--- config.mk ---
export PLATFORM = sky130hd
export DESIGN_NAME = alu_issue_stage
export DESIGN_NICKNAME = d
export VERILOG_FILES = /design/src/rtl/alu_pkg.sv /design/src/rtl/alu_ctrl_dec.sv /design/src/rtl/alu_issue_stage.sv
export SDC_FILE = /design/constraint.sdc
export NUM_CORES = 1
export LEC_CHECK = 0
export ABC_AREA = 1
export CORE_AREA = 2 2 122 124
export CTS_BUF_LIST = sky130_fd_sc_hd__clkbuf_4 sky130_fd_sc_hd__clkbuf_8
export DETAILED_ROUTE_END_ITERATION = 10
export DIE_AREA = 0 0 124 126
export PLACE_DENSITY = 0.78
export REMOVE_ABC_BUFFERS = 1
export SLEW_MARGIN = 20
export SYNTH_ARGS = -nofsm -noshare
export SYNTH_HDL_FRONTEND = slang
export SYNTH_SLANG_ARGS = --single-unit
--- constraint.sdc ---
create_clock -name clk -period 1.5 [get_ports clk]
set_input_delay 0.45 -clock clk [delete_from_list [all_inputs] [get_ports clk]]
set_output_delay 0.45 -clock clk [all_outputs]
set_load 0.03 [all_outputs]
--- src/rtl/alu_pkg.sv ---
// -----------------------------------------------------------------------------
// alu_pkg
// Shared constants and types for the ALU issue stage:
//   - ALU control codes (3-bit, bit 2 is always 0)
//   - RV32 major opcode and funct3 constants used by the decoder
//   - operand-select enum shared by the decoder and the operand muxes
// -----------------------------------------------------------------------------
package alu_pkg;

    // ALU control codes
    localparam logic [2:0] ALU_ADD = 3'b000;
    localparam logic [2:0] ALU_SUB = 3'b001;
    localparam logic [2:0] ALU_AND = 3'b010;
    localparam logic [2:0] ALU_OR  = 3'b011;

    // Major opcodes (instr[6:0])
    localparam logic [6:0] OPC_OP     = 7'b0110011;
    localparam logic [6:0] OPC_OP_IMM = 7'b0010011;
    localparam logic [6:0] OPC_LOAD   = 7'b0000011;
    localparam logic [6:0] OPC_STORE  = 7'b0100011;
    localparam logic [6:0] OPC_BRANCH = 7'b1100011;
    localparam logic [6:0] OPC_LUI    = 7'b0110111;
    localparam logic [6:0] OPC_AUIPC  = 7'b0010111;

    // funct3 values for the supported arithmetic/logic operations
    localparam logic [2:0] F3_ADD = 3'b000;
    localparam logic [2:0] F3_OR  = 3'b110;
    localparam logic [2:0] F3_AND = 3'b111;

    // Source of an ALU operand
    typedef enum logic [1:0] {
        SEL_REG  = 2'd0,
        SEL_IMM  = 2'd1,
        SEL_PC   = 2'd2,
        SEL_ZERO = 2'd3
    } opsel_e;

endpackage

--- src/rtl/alu_ctrl_dec.sv ---
// -----------------------------------------------------------------------------
// alu_ctrl_dec
// Purely combinational decode of opcode/funct3/funct7[5] into the ALU control
// code, the A/B operand sources, a write-enable class and an illegal flag.
// The write enable here does not account for rd==x0; the caller masks that.
//
// Ports:
//   i_opcode    in  7  instr[6:0]
//   i_funct3    in  3  instr[14:12]
//   i_funct7b5  in  1  instr[30]
//   o_ctrl      out 3  ALU control code
//   o_a_sel     out    operand A source (opsel_e)
//   o_b_sel     out    operand B source (opsel_e)
//   o_wen       out 1  instruction class writes rd
//   o_illegal   out 1  unsupported encoding
// -----------------------------------------------------------------------------
module alu_ctrl_dec
    import alu_pkg::*;
(
    input  logic [6:0] i_opcode,
    input  logic [2:0] i_funct3,
    input  logic       i_funct7b5,
    output logic [2:0] o_ctrl,
    output opsel_e     o_a_sel,
    output opsel_e     o_b_sel,
    output logic       o_wen,
    output logic       o_illegal
);

    always_comb begin
        // NOTE: every output gets a default first so no path leaves it unassigned (no latch).
        o_ctrl    = ALU_ADD;
        o_a_sel   = SEL_ZERO;
        o_b_sel   = SEL_ZERO;
        o_wen     = 1'b0;
        o_illegal = 1'b0;

        case (i_opcode)
            OPC_OP: begin
                o_a_sel = SEL_REG;
                o_b_sel = SEL_REG;
                o_wen   = 1'b1;
                case (i_funct3)
                    F3_ADD:  o_ctrl = i_funct7b5 ? ALU_SUB : ALU_ADD;
                    F3_AND:  o_ctrl = ALU_AND;
                    F3_OR:   o_ctrl = ALU_OR;
                    default: begin
                        o_a_sel   = SEL_ZERO;
                        o_b_sel   = SEL_ZERO;
                        o_wen     = 1'b0;
                        o_illegal = 1'b1;
                    end
                endcase
            end
            OPC_OP_IMM: begin
                // funct7b5 is an immediate bit here, so ADDI never becomes SUB
                o_a_sel = SEL_REG;
                o_b_sel = SEL_IMM;
                o_wen   = 1'b1;
                case (i_funct3)
                    F3_ADD:  o_ctrl = ALU_ADD;
                    F3_AND:  o_ctrl = ALU_AND;
                    F3_OR:   o_ctrl = ALU_OR;
                    default: begin
                        o_a_sel   = SEL_ZERO;
                        o_b_sel   = SEL_ZERO;
                        o_wen     = 1'b0;
                        o_illegal = 1'b1;
                    end
                endcase
            end
            OPC_LOAD: begin
                o_a_sel = SEL_REG;
                o_b_sel = SEL_IMM;
                o_wen   = 1'b1;
            end
            OPC_STORE: begin
                o_a_sel = SEL_REG;
                o_b_sel = SEL_IMM;
            end
            OPC_BRANCH: begin
                o_ctrl  = ALU_SUB;
                o_a_sel = SEL_REG;
                o_b_sel = SEL_REG;
            end
            OPC_LUI: begin
                o_a_sel = SEL_ZERO;
                o_b_sel = SEL_IMM;
                o_wen   = 1'b1;
            end
            OPC_AUIPC: begin
                o_a_sel = SEL_PC;
                o_b_sel = SEL_IMM;
                o_wen   = 1'b1;
            end
            default: o_illegal = 1'b1;
        endcase
    end

endmodule

--- src/rtl/alu_issue_stage.sv ---
// -----------------------------------------------------------------------------
// alu_issue_stage
// One-entry execute-issue pipeline register in front of the 32-bit ALU.
// Decodes opcode/funct fields into the ALU control code, selects operands
// (register file / forwarded value / immediate / PC / zero) and registers
// A, B, control and writeback metadata behind a valid/ready handshake.
//
// Configuration macro: ALU_ISSUE_FWD_EN
//   defined   - MEM/WB forwarding on capture, plus refresh of held register
//               operands while the entry is stalled.
//   undefined - fwd_* inputs are ignored; operands never change while held.
//
// Ports:
//   clk, rst_n                          clock, async active-low reset
//   in_valid / in_ready                 decode handshake
//   in_opcode, in_funct3, in_funct7b5   instruction fields
//   in_pc, in_imm                       PC and sign-extended immediate
//   in_rs1, in_rs2, in_rd               register indices
//   in_rs1_data, in_rs2_data            register-file read data
//   flush                               kill held and incoming instruction
//   fwd_{mem,wb}_{valid,rd,data}        forwarding sources (MEM beats WB)
//   out_valid / out_ready               ALU handshake
//   alu_a, alu_b, alu_ctrl              registered ALU inputs
//   out_rd, out_wen, out_illegal        writeback metadata
// -----------------------------------------------------------------------------
module alu_issue_stage
    import alu_pkg::*;
#(
    parameter int XLEN = 32,
    parameter int REGW = 5
)(
    input  logic            clk,
    input  logic            rst_n,
    input  logic            in_valid,
    output logic            in_ready,
    input  logic [6:0]      in_opcode,
    input  logic [2:0]      in_funct3,
    input  logic            in_funct7b5,
    input  logic [XLEN-1:0] in_pc,
    input  logic [REGW-1:0] in_rs1,
    input  logic [REGW-1:0] in_rs2,
    input  logic [REGW-1:0] in_rd,
    input  logic [XLEN-1:0] in_rs1_data,
    input  logic [XLEN-1:0] in_rs2_data,
    input  logic [XLEN-1:0] in_imm,
    input  logic            flush,
    input  logic            fwd_mem_valid,
    input  logic            fwd_wb_valid,
    input  logic [REGW-1:0] fwd_mem_rd,
    input  logic [REGW-1:0] fwd_wb_rd,
    input  logic [XLEN-1:0] fwd_mem_data,
    input  logic [XLEN-1:0] fwd_wb_data,
    output logic            out_valid,
    input  logic            out_ready,
    output logic [XLEN-1:0] alu_a,
    output logic [XLEN-1:0] alu_b,
    output logic [2:0]      alu_ctrl,
    output logic [REGW-1:0] out_rd,
    output logic            out_wen,
    output logic            out_illegal
);

    // Decoder outputs
    logic [2:0] w_ctrl;
    opsel_e     w_a_sel;
    opsel_e     w_b_sel;
    logic       w_wen;
    logic       w_illegal;

    alu_ctrl_dec u_dec (
        .i_opcode   (in_opcode),
        .i_funct3   (in_funct3),
        .i_funct7b5 (in_funct7b5),
        .o_ctrl     (w_ctrl),
        .o_a_sel    (w_a_sel),
        .o_b_sel    (w_b_sel),
        .o_wen      (w_wen),
        .o_illegal  (w_illegal)
    );

    // Pipeline register
    logic            r_valid;
    logic [XLEN-1:0] r_alu_a;
    logic [XLEN-1:0] r_alu_b;
    logic [2:0]      r_ctrl;
    logic [REGW-1:0] r_rd;
    logic            r_wen;
    logic            r_illegal;
    // Held source indices and whether each operand came from a register;
    // only register operands are eligible for refresh while stalled.
    logic [REGW-1:0] r_rs1;
    logic [REGW-1:0] r_rs2;
    logic            r_a_is_reg;
    logic            r_b_is_reg;

    logic            w_accept;
    logic            w_hold;
    logic [XLEN-1:0] w_rs1_val;
    logic [XLEN-1:0] w_rs2_val;
    logic [XLEN-1:0] w_hold_a;
    logic [XLEN-1:0] w_hold_b;
    logic [XLEN-1:0] w_a_next;
    logic [XLEN-1:0] w_b_next;

    assign in_ready = !r_valid || out_ready;
    assign w_accept = in_valid && in_ready;
    assign w_hold   = r_valid && !out_ready;

`ifdef ALU_ISSUE_FWD_EN
    // Youngest matching producer wins; x0 is hard-wired zero and never forwarded.
    function automatic logic [XLEN-1:0] fwd_pick(input logic [REGW-1:0] rs,
                                                 input logic [XLEN-1:0] base);
        fwd_pick = base;
        if (rs != '0) begin
            if (fwd_mem_valid && (fwd_mem_rd == rs))
                fwd_pick = fwd_mem_data;
            else if (fwd_wb_valid && (fwd_wb_rd == rs))
                fwd_pick = fwd_wb_data;
        end
    endfunction

    assign w_rs1_val = fwd_pick(in_rs1, in_rs1_data);
    assign w_rs2_val = fwd_pick(in_rs2, in_rs2_data);
    assign w_hold_a  = r_a_is_reg ? fwd_pick(r_rs1, r_alu_a) : r_alu_a;
    assign w_hold_b  = r_b_is_reg ? fwd_pick(r_rs2, r_alu_b) : r_alu_b;
`else
    assign w_rs1_val = in_rs1_data;
    assign w_rs2_val = in_rs2_data;
    assign w_hold_a  = r_alu_a;
    assign w_hold_b  = r_alu_b;

    // Forwarding inputs and held indices have no consumer in this build.
    logic w_unused_fwd;
    assign w_unused_fwd = ^{fwd_mem_valid, fwd_wb_valid, fwd_mem_rd, fwd_wb_rd,
                            fwd_mem_data, fwd_wb_data, r_rs1, r_rs2,
                            r_a_is_reg, r_b_is_reg};
`endif

    // Operand muxes
    always_comb begin
        w_a_next = '0;
        case (w_a_sel)
            SEL_REG: w_a_next = w_rs1_val;
            SEL_IMM: w_a_next = in_imm;
            SEL_PC:  w_a_next = in_pc;
            default: w_a_next = '0;
        endcase
    end

    always_comb begin
        w_b_next = '0;
        case (w_b_sel)
            SEL_REG: w_b_next = w_rs2_val;
            SEL_IMM: w_b_next = in_imm;
            SEL_PC:  w_b_next = in_pc;
            default: w_b_next = '0;
        endcase
    end

    // Priority: flush > capture > drain/refresh
    always_ff @(posedge clk or negedge rst_n) begin
        if (!rst_n) begin
            // NOTE: non-blocking assignments for all state so every register samples pre-edge values.
            r_valid    <= 1'b0;
            r_alu_a    <= '0;
            r_alu_b    <= '0;
            r_ctrl     <= ALU_ADD;
            r_rd       <= '0;
            r_wen      <= 1'b0;
            r_illegal  <= 1'b0;
            r_rs1      <= '0;
            r_rs2      <= '0;
            r_a_is_reg <= 1'b0;
            r_b_is_reg <= 1'b0;
        end else if (flush) begin
            r_valid <= 1'b0;
        end else if (w_accept) begin
            r_valid    <= 1'b1;
            r_alu_a    <= w_a_next;
            r_alu_b    <= w_b_next;
            r_ctrl     <= w_ctrl;
            r_rd       <= in_rd;
            r_wen      <= w_wen && (in_rd != '0);
            r_illegal  <= w_illegal;
            r_rs1      <= in_rs1;
            r_rs2      <= in_rs2;
            r_a_is_reg <= (w_a_sel == SEL_REG);
            r_b_is_reg <= (w_b_sel == SEL_REG);
        end else if (w_hold) begin
            r_alu_a <= w_hold_a;
            r_alu_b <= w_hold_b;
        end else if (out_ready) begin
            r_valid <= 1'b0;
        end
    end

    assign out_valid   = r_valid;
    assign alu_a       = r_alu_a;
    assign alu_b       = r_alu_b;
    assign alu_ctrl    = r_ctrl;
    assign out_rd      = r_rd;
    assign out_wen     = r_wen;
    assign out_illegal = r_illegal;

endmodule

==> out/metrics.cfg, run 1 <==
[worst_setup_path]
worst_ep_required_time_ns=1.05
crit_path_start_kind=input port
cp-end-kind=output pin
arrival_ns=1.05
setup.worst_path.class=input port to output pin
cp_max_fo=2

[final_layout]
final.fill_count=1358
diodes=0
final_layout_size_suffix_gt1_share_pct=21.50
layout.nets=1059
synthToLayoutAreaGrowth_pct=76.97
fin_util_pct=50.91

[placement]
pre_cts_ws_ns=-0.6580
gp_congestion=0.8236
portBuffers=223
dp_hpwl_um=9531

[detailed_routing]
ant_nets=0
wl_um=16500
viasPerCell=4.894
drtIter0Drc=328
via_count=4953
avgRoutedWirePerCell_um=16.30
drc=0
dr.pass1.iters=6

[yosys]
synthTopCellsByCount=nand2_1, dfrtp_1, nand4_1
syn-instance-count=580
yosys.cell_count.top_type=nand2_1
synth_top_family_by_area=simple AND/OR/NAND/NOR gates
synthTopCellsByArea=dfrtp_1, nand2_1, nand4_1, nand3_1, inv_1
avgSynthCellArea_um2=7.099
synth-async-reset-ratio_pct=100.0
synth_xor_area_share_pct=0
synthMuxAreaShare_pct=0
synth-seq-cells=74
synth_top_cell_area_share_pct=44.97
synth_ff_type=dfrtp_1
synthDistinctLibCells=23
synth_top_cell_by_area=dfrtp_1
synth-seq-area-share_pct=44.97
synth-compound-area-share_pct=5.166
ys.warnings.count=0
synth-simple-area-share_pct=40.02
yosys.area_share.adder_pct=0
synth_area_mm2=0.004118
synth_edf_count=0

[timing]
setup_violations=0
finClkSkew_ns=0.006533
slew_violations=0
max_freq_mhz=667.3
rsz0062_at_grt=yes
hold-worst-slack_ns=0.4250
period_share_pct=99.91
hold_viol=0
final.min_clock_period_ns=1.499
setup_slack_ns=0.001337

[status]
status=finished clean

[clocking]
clk_pin_slew_ns=0.08
cts.sinks=74
worstSkewPairLatency_ns=0.36
cts_made_buffers=9
cts_buffer_depth=2
cts-root-buf=clkbuf_8
cts_tree=yes
h-tree-depth=3

[die]
core_area_mm2=0.01431
die_w_um=124
die_h_um=126
rows=44
start_util_pct=28.77
ios=311
die_area_mm2=0.01562

[global_routing]
antenna_found_initial=0
overflow=0
grt_pass1_wl_um=24640
grt_pass1_vias=4835
track_usage_pct=20.47
grt_max_degree=72

[power]
power_leakage_nw=3.843
power_frac_comb_pct=23.6
p_per_area_mw_per_mm2=635.0
p_int_mw=3.318
vdd_drop_max_mv=0.3063
p_clk_share_pct=31.3
p_sw_share_pct=28.29
p_switching_mw=1.309
pwr-share-seq_pct=45.1

[min_path]
hold_class=input port to asynchronous set/reset pin

[flow_run]
max_cap_viol_count=0

## worst paths after layout
path / to / from / cells past startpoint / slack [ns]
min reg2reg: out_rd[0] / out_rd[0] / 2 / 0.48
min: alu_b[20] / rst_n / 2 / 0.43
max in group asynchronous: alu_a[26] / rst_n / 3 / 0.48
min in group clk: out_rd[0] / out_rd[0] / 2 / 0.48
max: in_ready / out_ready / 5 / 0.001
max reg2reg: alu_ctrl[1] / out_valid / 7 / 0.14
## metal layers
metal,wire length (um),track usage [%],vias to the layer above
met5,0,0,-
met4,548,9.716,0
met3,1669,5.616,49
met2,7942,35.39,282
met1,6337,23.06,2238
li1,-,-,2384
## cells in the final DEF (no fill, tap or decap), types with 5 or more instances in the layout
cell             count
o21ai_0              7
clkdlybuf4s50_1    136
nand3_4              5
buf_2               36
buf_12              18
inv_1               38
clkbuf_8            11
nand3_1             36
nand4_1             65
buf_6               10
nor2_1               5
buf_16              10
buf_4               54
o21ai_1             30
dfrtp_1             74
nand2_1            248
nor2_4               5
## what timing repair did
action,4_1_cts,5_1_grt
pin swaps,11,13
gates cloned,9,3
gates resized for setup,202,68
hold buffers,1,0
endpoints found under the setup margin,105,81
buffers inserted,16,2
endpoints found under the hold margin,3,0
## power groups by stage
stage / combinational [mW] / clock, mW / sequential [mW]
floorplan: 0.188 / 0 / 2.25
global placement: 1.01 / 0 / 2.13
detailed placement: 1.02 / 0 / 2.13
CTS: 1.07 / 1.51 / 2.09
global route: 1.16 / 1.58 / 2.09
finish: 1.09 / 1.45 / 2.09
## worst max-delay path: stages
cell	delay, ns
dlygate4sd2_1	0.23
inv_1	0.06
nand2_2	0.07
buf_6	0.12
buf_6	0.12
## stage by stage
| stage | cells | instance area (um^2) | TNS [ns] | power, mW |
|---|---|---|---|---|
| final | 1012 | 7287 | 0 | 4.627 |
| after detailed placement | 966 | 6631 | -42.49 | 3.144 |
| after floorplan | 536 | 3889 | -141.77 | 2.435 |
| after global routing | 1012 | 7287 | -0.3168 | 4.838 |
| after CTS | 1007 | 7239 | -0.07423 | 4.667 |
| after global placement | 966 | 6631 | -37.89 | 3.137 |
## final cells by class
cell class | instances | area, um^2 | share of cell area (%)
inverter | 46 | 190.2 | 2.610
multi-input combinational | 416 | 1982 | 27.20
clock buffer | 12 | 158.9 | 2.181
timing repair buffer | 277 | 2859 | 39.23
clock inverter | 3 | 15.01 | 0.2060
tap | 184 | 230.2 | 3.159
sequential | 74 | 1852 | 25.41
## cells by family (layout without fill, tap and decap cells)
logic type | after synthesis | count (layout)
flip-flops | 74 | 74
AND/OR/NAND/NOR | 374 | 374
buffers and inverters | 90 | 338
AO/OA/AOI/OAI | 41 | 41
other | 1 | 1
## sequential cells by signal, summed over array words and instances (netlist names)
name         flops
out_wen          1
out_rd           5
alu_a           32
alu_ctrl         2
alu_b           32
out_illegal      1
out_valid        1
Note: power is estimated with default switching activity, not from simulation.
==> run 2: changes to the inputs <==
--- a/config.mk
+++ b/config.mk
@@ -8,6 +8,7 @@
 export ABC_AREA = 1
 export CORE_AREA = 2 2 122 124
 export CTS_BUF_LIST = sky130_fd_sc_hd__clkbuf_4 sky130_fd_sc_hd__clkbuf_8
+export CTS_CLUSTER_SIZE = 10
 export DETAILED_ROUTE_END_ITERATION = 10
 export DIE_AREA = 0 0 124 126
 export PLACE_DENSITY = 0.78
==> results of run 2 <==
Same layout as run 1: the final DEF is identical, and so are final timing and power.
